<file path="src/rtl/ctrl_pkg.sv">
// Shared types for the pipelined control decoder: per-stage control bundle,
// opcode classes and ALU operation codes.
package ctrl_pkg;

    // Widest register address the dest field can carry.
    localparam int CTRL_RAW_MAX = 8;

    localparam logic [2:0] CLS_ADD   = 3'b000;
    localparam logic [2:0] CLS_MOV   = 3'b001;
    localparam logic [2:0] CLS_XOR   = 3'b010;
    localparam logic [2:0] CLS_LOAD  = 3'b011;
    localparam logic [2:0] CLS_STORE = 3'b100;
    localparam logic [2:0] CLS_SHIFT = 3'b101;
    localparam logic [2:0] CLS_BRSET = 3'b110;
    localparam logic [2:0] CLS_AND   = 3'b111;

    typedef enum logic [2:0] {
        ALU_ADD   = 3'd0,
        ALU_SUB   = 3'd1,
        ALU_XOR   = 3'd2,
        ALU_AND   = 3'd3,
        ALU_SHIFT = 3'd4,
        ALU_MOV   = 3'd5,
        ALU_SET   = 3'd6,
        ALU_PASS  = 3'd7
    } alu_op_e;

    typedef struct packed {
        logic                    valid;
        logic                    reg_dst;
        logic                    branch;
        logic                    mem_read;
        logic                    mem_write;
        logic                    memto_reg;
        logic                    alu_src;
        logic                    reg_write;
        alu_op_e                 alu_op;
        logic [CTRL_RAW_MAX-1:0] dest;
    } ctrl_t;

    function automatic ctrl_t ctrl_bubble();
        ctrl_t c;
        c        = '0;
        c.alu_op = ALU_PASS;
        return c;
    endfunction

endpackage

</file>
<file path="src/rtl/ctrl_decode.sv">
// Combinational opcode decoder: maps one opcode (plus its destination register)
// to a control bundle, flags unknown opcodes and reports whether RdAddr is read.
module ctrl_decode
    import ctrl_pkg::*;
#(
    parameter int MCODEBITS = 4,
    parameter int RAW       = 3
) (
    input  logic [MCODEBITS-1:0] instr,
    input  logic [RAW-1:0]       rd_addr,
    output ctrl_t                ctrl,
    output logic                 illegal,
    output logic                 uses_rd
);

    logic [2:0] cls;
    logic       sub_bit;
    logic       ext_zero;

    assign cls     = instr[MCODEBITS-1 -: 3];
    assign sub_bit = instr[MCODEBITS-4];

    // bne/set are full-opcode entries: any opcode bits below the 4-bit code must be zero.
    generate
        if (MCODEBITS > 4) begin : g_ext
            assign ext_zero = ~|instr[MCODEBITS-5:0];
        end else begin : g_no_ext
            assign ext_zero = 1'b1;
        end
    endgenerate

    always_comb begin
        ctrl    = ctrl_bubble();
        illegal = 1'b0;
        uses_rd = 1'b0;
        case (cls)
            CLS_ADD, CLS_XOR, CLS_SHIFT, CLS_AND: begin
                ctrl.valid     = 1'b1;
                ctrl.reg_write = 1'b1;
                ctrl.reg_dst   = 1'b1;
                uses_rd        = 1'b1;
                ctrl.alu_op    = (cls == CLS_ADD)   ? ALU_ADD :
                                 (cls == CLS_XOR)   ? ALU_XOR :
                                 (cls == CLS_SHIFT) ? ALU_SHIFT : ALU_AND;
            end
            CLS_MOV: begin
                ctrl.valid     = 1'b1;
                ctrl.reg_write = 1'b1;
                ctrl.reg_dst   = 1'b1;
                ctrl.alu_op    = ALU_MOV;
            end
            CLS_LOAD: begin
                ctrl.valid     = 1'b1;
                ctrl.alu_src   = 1'b1;
                ctrl.mem_read  = 1'b1;
                ctrl.memto_reg = 1'b1;
                ctrl.reg_write = 1'b1;
                ctrl.alu_op    = ALU_ADD;
            end
            CLS_STORE: begin
                ctrl.valid     = 1'b1;
                ctrl.alu_src   = 1'b1;
                ctrl.mem_write = 1'b1;
                uses_rd        = 1'b1;
                ctrl.alu_op    = ALU_ADD;
            end
            CLS_BRSET: begin
                if (!ext_zero) begin
                    illegal = 1'b1;
                end else if (!sub_bit) begin
                    ctrl.valid  = 1'b1;
                    ctrl.branch = 1'b1;
                    uses_rd     = 1'b1;
                    ctrl.alu_op = ALU_SUB;
                end else begin
                    ctrl.valid     = 1'b1;
                    ctrl.alu_src   = 1'b1;
                    ctrl.reg_write = 1'b1;
                    ctrl.alu_op    = ALU_SET;
                end
            end
            default: illegal = 1'b1;
        endcase
        if (ctrl.valid) begin
            ctrl.dest = CTRL_RAW_MAX'(rd_addr);
        end
    end

endmodule

</file>
<file path="src/rtl/ctrl_pipeline.sv">
// Control decoder with EX/MEM/WB control registers, load-use stall, branch flush,
// sticky illegal-opcode flag and saturating stall/flush counters.
module ctrl_pipeline
    import ctrl_pkg::*;
#(
    parameter int MCODEBITS = 4,
    parameter int OPWIDTH   = 3,
    parameter int RAW       = 3,
    parameter int CNTW      = 16
) (
    input  logic                 Clk,
    input  logic                 Reset_n,
    input  logic                 InstrValid,
    input  logic [MCODEBITS-1:0] Instr,
    input  logic [RAW-1:0]       RsAddr,
    input  logic [RAW-1:0]       RdAddr,
    input  logic                 BranchTaken,
    output logic                 Stall,
    output logic                 Flush,
    output logic                 ExValid,
    output logic [OPWIDTH-1:0]   ExALUOp,
    output logic                 ExALUSrc,
    output logic                 ExBranch,
    output logic                 ExRegDst,
    output logic                 MemValid,
    output logic                 MemRead,
    output logic                 MemWrite,
    output logic                 WbValid,
    output logic                 WbRegWrite,
    output logic                 WbMemtoReg,
    output logic [RAW-1:0]       WbAddr,
    output logic                 IllegalOp,
    output logic [CNTW-1:0]      StallCount,
    output logic [CNTW-1:0]      FlushCount
);

    typedef struct packed {
        logic           valid;
        logic           read;
        logic           write;
        logic           reg_write;
        logic           memto_reg;
        logic [RAW-1:0] addr;
    } mem_t;

    typedef struct packed {
        logic           valid;
        logic           reg_write;
        logic           memto_reg;
        logic [RAW-1:0] addr;
    } wb_t;

    ctrl_t           dec_ctrl;
    logic            dec_illegal;
    logic            dec_uses_rd;
    ctrl_t           ex_d, ex_q;
    mem_t            mem_d, mem_q;
    wb_t             wb_d, wb_q;
    logic            illegal_d, illegal_q;
    logic [CNTW-1:0] stall_cnt_d, stall_cnt_q;
    logic [CNTW-1:0] flush_cnt_d, flush_cnt_q;
    logic            rs_hit, rd_hit, stall_raw, stall, flush;

    ctrl_decode #(
        .MCODEBITS (MCODEBITS),
        .RAW       (RAW)
    ) u_decode (
        .instr   (Instr),
        .rd_addr (RdAddr),
        .ctrl    (dec_ctrl),
        .illegal (dec_illegal),
        .uses_rd (dec_uses_rd)
    );

    always_comb begin
        rs_hit    = (ex_q.dest == CTRL_RAW_MAX'(RsAddr));
        rd_hit    = dec_uses_rd && (ex_q.dest == CTRL_RAW_MAX'(RdAddr));
        stall_raw = InstrValid && ex_q.valid && ex_q.mem_read && (rs_hit || rd_hit);
        flush     = BranchTaken && ex_q.valid && ex_q.branch;
        // A taken branch kills the ID instruction, so there is nothing left to stall.
        stall     = stall_raw && !flush;

        ex_d = ctrl_bubble();
        if (InstrValid && !flush && !stall && !dec_illegal) begin
            ex_d = dec_ctrl;
        end

        mem_d.valid     = ex_q.valid;
        mem_d.read      = ex_q.mem_read;
        mem_d.write     = ex_q.mem_write;
        mem_d.reg_write = ex_q.reg_write;
        mem_d.memto_reg = ex_q.memto_reg;
        mem_d.addr      = ex_q.dest[RAW-1:0];

        wb_d.valid     = mem_q.valid;
        wb_d.reg_write = mem_q.reg_write;
        wb_d.memto_reg = mem_q.memto_reg;
        wb_d.addr      = mem_q.addr;

        illegal_d   = illegal_q || (InstrValid && !flush && dec_illegal);
        stall_cnt_d = (stall && (stall_cnt_q != '1)) ? stall_cnt_q + CNTW'(1) : stall_cnt_q;
        flush_cnt_d = (flush && (flush_cnt_q != '1)) ? flush_cnt_q + CNTW'(1) : flush_cnt_q;
    end

    always_ff @(posedge Clk or negedge Reset_n) begin
        if (!Reset_n) begin
            ex_q        <= '0;
            mem_q       <= '0;
            wb_q        <= '0;
            illegal_q   <= 1'b0;
            stall_cnt_q <= '0;
            flush_cnt_q <= '0;
        end else begin
            ex_q        <= ex_d;
            mem_q       <= mem_d;
            wb_q        <= wb_d;
            illegal_q   <= illegal_d;
            stall_cnt_q <= stall_cnt_d;
            flush_cnt_q <= flush_cnt_d;
        end
    end

    assign Stall      = stall;
    assign Flush      = flush;
    assign ExValid    = ex_q.valid;
    assign ExALUOp    = OPWIDTH'(ex_q.alu_op);
    assign ExALUSrc   = ex_q.alu_src;
    assign ExBranch   = ex_q.branch;
    assign ExRegDst   = ex_q.reg_dst;
    assign MemValid   = mem_q.valid;
    assign MemRead    = mem_q.read;
    assign MemWrite   = mem_q.write;
    assign WbValid    = wb_q.valid;
    assign WbRegWrite = wb_q.reg_write;
    assign WbMemtoReg = wb_q.memto_reg;
    assign WbAddr     = wb_q.addr;
    assign IllegalOp  = illegal_q;
    assign StallCount = stall_cnt_q;
    assign FlushCount = flush_cnt_q;

endmodule

</file>
<file path="config.mk">
export PLATFORM = sky130hd
export DESIGN_NAME = ctrl_pipeline
export DESIGN_NICKNAME = d
export VERILOG_FILES = /design/src/rtl/ctrl_pkg.sv /design/src/rtl/ctrl_decode.sv /design/src/rtl/ctrl_pipeline.sv
export SDC_FILE = /design/constraint.sdc
export NUM_CORES = 1
export LEC_CHECK = 0
export CELL_PAD_IN_SITES_DETAIL_PLACEMENT = 1
export CELL_PAD_IN_SITES_GLOBAL_PLACEMENT = 2
export CORE_UTILIZATION = 25
export CTS_CLUSTER_DIAMETER = 30
export DETAILED_ROUTE_END_ITERATION = 16
export PLACE_DENSITY_LB_ADDON = 0.1
export SLEW_MARGIN = 20
export SYNTH_ARGS = -nofsm -noshare
export SYNTH_HDL_FRONTEND = slang
export SYNTH_SLANG_ARGS = --single-unit
</file>
<file path="constraint.sdc">
create_clock -name Clk -period 2.1 [get_ports Clk]
set_clock_uncertainty 0.1 [all_clocks]
set_input_delay 0.21 -clock Clk [delete_from_list [all_inputs] [get_ports Clk]]
set_output_delay 0.21 -clock Clk [all_outputs]
set_load 0.1 [all_outputs]
</file>
==> flow_summary.ini <==
[sta]
fin_crit_ns = 2.11
setup_tns_ns = -0.0137
max_freq_mhz = 473
tightest_slew_ns = 0.569
drv_slew = 0
slew_headroom_pct = 62.0
post-route-period-util_pct = 101
setup_viol = 1
rsz0062_at_grt = yes
setup_ws_ns = -0.0137
hold_viol = 0

[setup_path]
start_kind = register
critPathCaptureType = output pin
crit_fanout = 4
arrival_ns = 1.80
critPathKind = reg -> out
ff2ff_path_depth = 6
required_ns = 1.79

[synth]
synth_flop_cell = dfrtp_1
synth_fp_nets = 228
synth_most_common_cell = dfrtp_1
ys_types = 35
syn_inst = 212
syn-cell-area_um2 = 2460
yosysTopAreaCell = dfrtp_1
ys_seq_elements = 58
synth_top_area_share_pct = 58.9
yosys-top-cells-area = dfrtp_1 59%, xnor2_1 6.8%, xor2_1 3.2%
synthTopCellsByCount = 58 x dfrtp_1, 19 x xnor2_1, 15 x nand3_1, 14 x nand2_1, 14 x nor2_1
yosys_warnings = 0
synth_edf_count = 0
syn_avg_cell_area_um2 = 11.6
async_reset_ff_share_pct = 100
yosysSeqAreaShare_pct = 58.9

[placement]
place_congestion = 0.682
dpl.hpwl_um = 4370
dpl-instance-area_um2 = 3370
io_buffers = 63
dp_cells = 417
pre_cts_ws_ns = -0.255

[cells_and_area]
fin_cells = 436
area_delta_synth_final_pct = 46.2
nets = 318
design_area_um2 = 3600
fillers = 1072
n_antenna_cell = 0
drive_gt1_share_pct = 46.9

[global_route]
grt_overflow = 0
grt_pass1_wl_um = 9890
grt_max_degree = 36
grt_antenna_before_repair = 0
grtUsageTotal_pct = 12.9
grt_pass1_vias = 1990

[clock_tree]
clock-sinks = 58
cts_inserted_buffers = 9
clkTransAtPathRegs_ns = 0.06
tritoncts = done
htreeDepth = 3
clkLatencyLatePin_ns = 0.34
clockBufferDepth = 2
clockRootBuffer = clkbuf_8

[power]
clockPowerShare_pct = 38.7
p_leak_uw = 0.00161
p_total_uw = 2600
switching_share_pct = 30.4
ir_drop_v = 0.000259
p_int_uw = 1810
power_frac_comb_pct = 15.4
p_per_area_nw_per_um2 = 722
p_seq_share_pct = 46.0
p_switching_uw = 791

[routing]
postRouteAntennaNets = 0
firstDrtPassIters = 4
post_drt_wl_per_cell_um = 13.7
drtIter0Drc = 67
vias = 1884
routed_via_density = 4.32
routed_wl_um = 5960
drc = 0

[floorplan]
core_um2 = 9370
rows = 35
die_h_um = 101
die_area_um2 = 10300
start_util_pct = 26.3
io_pins = 65
die_w_um = 101

[worst_hold_path]
hp-class = reg -> reg
hold_depth = 0

[flow_run]
cap_violations = 0

[outcome]
status = complete, but fails checks
violations = setup timing
==> placed cells by master, fill, tap and decap left out, types with 7 or more instances in the layout <==
master           instances
clkdlybuf4s50_1         12
dfrtp_2                 17
nor2_1                  12
xor2_1                   9
xnor2_1                 19
nand2_1                 13
dfrtp_1                 27
buf_4                   68
nand3_1                 14
nand4_1                 12
clkbuf_8                 9
nor3_1                   7
dfrtp_4                 14
==> worst max-delay path: stages, from the launching register on <==
cell and delay [ns]:
dfrtp_1 0.42, xor2_1 0.16, nor3_2 0.19, a41oi_2 0.06, or2_4 0.28, buf_6 0.13, clkinvlp_4 0.07, buf_12 0.17
==> path summary, 6_finish.rpt <==
check | end | startpoint | slack (ns)
worst max-delay path | Stall | ex_q[1] | -0.01
worst min-delay path | MemWrite | ex_q[14] | 0.25
worst max register to register | StallCount[15] | ex_q[1] | 0.10
worst min register to register | MemWrite | ex_q[14] | 0.25
max in group asynchronous | ExValid | Reset_n | 0.98
min in group asynchronous | FlushCount[12] | Reset_n | 0.31
==> through the flow <==
| stage | hold WS (ns) | util, % |
|---|---|---|
| 2_1_floorplan | -0.186 | - |
| 3_3_place_gp | 0.141 | 36.0 |
| 3_5_place_dp | 0.140 | 36.0 |
| 4_1_cts | 0.251 | 38.3 |
| 5_1_grt | 0.254 | 38.4 |
| 6_report | 0.248 | 38.4 |
==> logic make-up after synthesis <==
logic type	after synthesis	share of synthesized area [%]
flops	58	58.9
buf+inv	15	3.55
simple gates	90	20.0
other cells	1	0.152
xor+xnor	28	9.95
mux	5	2.44
fa+ha+maj	2	1.02
compound gates	13	4.01
==> what timing repair did <==
item	CTS	global route
gates resized for setup	3	2
setup endpoints to repair	2	3
buffers inserted	1	1
pin swaps	3	1
hold buffers	1	0
hold endpoints to repair	23	0
==> power by group through the flow <==
stage	Clock (uW)	Sequential, uW	Combinational (uW)
after CTS	1040	1190	405
after floorplan	0	1380	97.2
after global routing	1090	1200	420
final	1000	1190	399
after global placement	0	1220	396
after detailed placement	0	1220	399
==> state kept, by name (all words and copies together), names as in the netlist <==
name	count
ExBranch	1
ExALUOp	3
ExValid	1
WbAddr	3
WbValid	1
ex_q	6
MemValid	1
FlushCount	16
WbRegWrite	1
StallCount	16
ExALUSrc	1
mem_q	5
MemWrite	1
WbMemtoReg	1
ExRegDst	1
==> cell type report <==
type	count	area, um^2	area share [%]
sequential	58	1530	42.4
multi-input combinational	139	975	27.1
timing repair buffer	86	717	19.9
tap	129	161	4.48
clock buffer	10	128	3.54
clock inverter	6	57.6	1.60
inverter	8	37.5	1.04
==> layer usage <==
metal  vias to the layer above  share of wire, %  track usage [%]
li1                        901                 -                -
met1                       919                46             16.2
met2                        55                46             20.0
met3                         9               6.3             3.93
met4                         0               1.7             6.69
met5                         -                 0                0
Power figures use the tool's default switching activity.
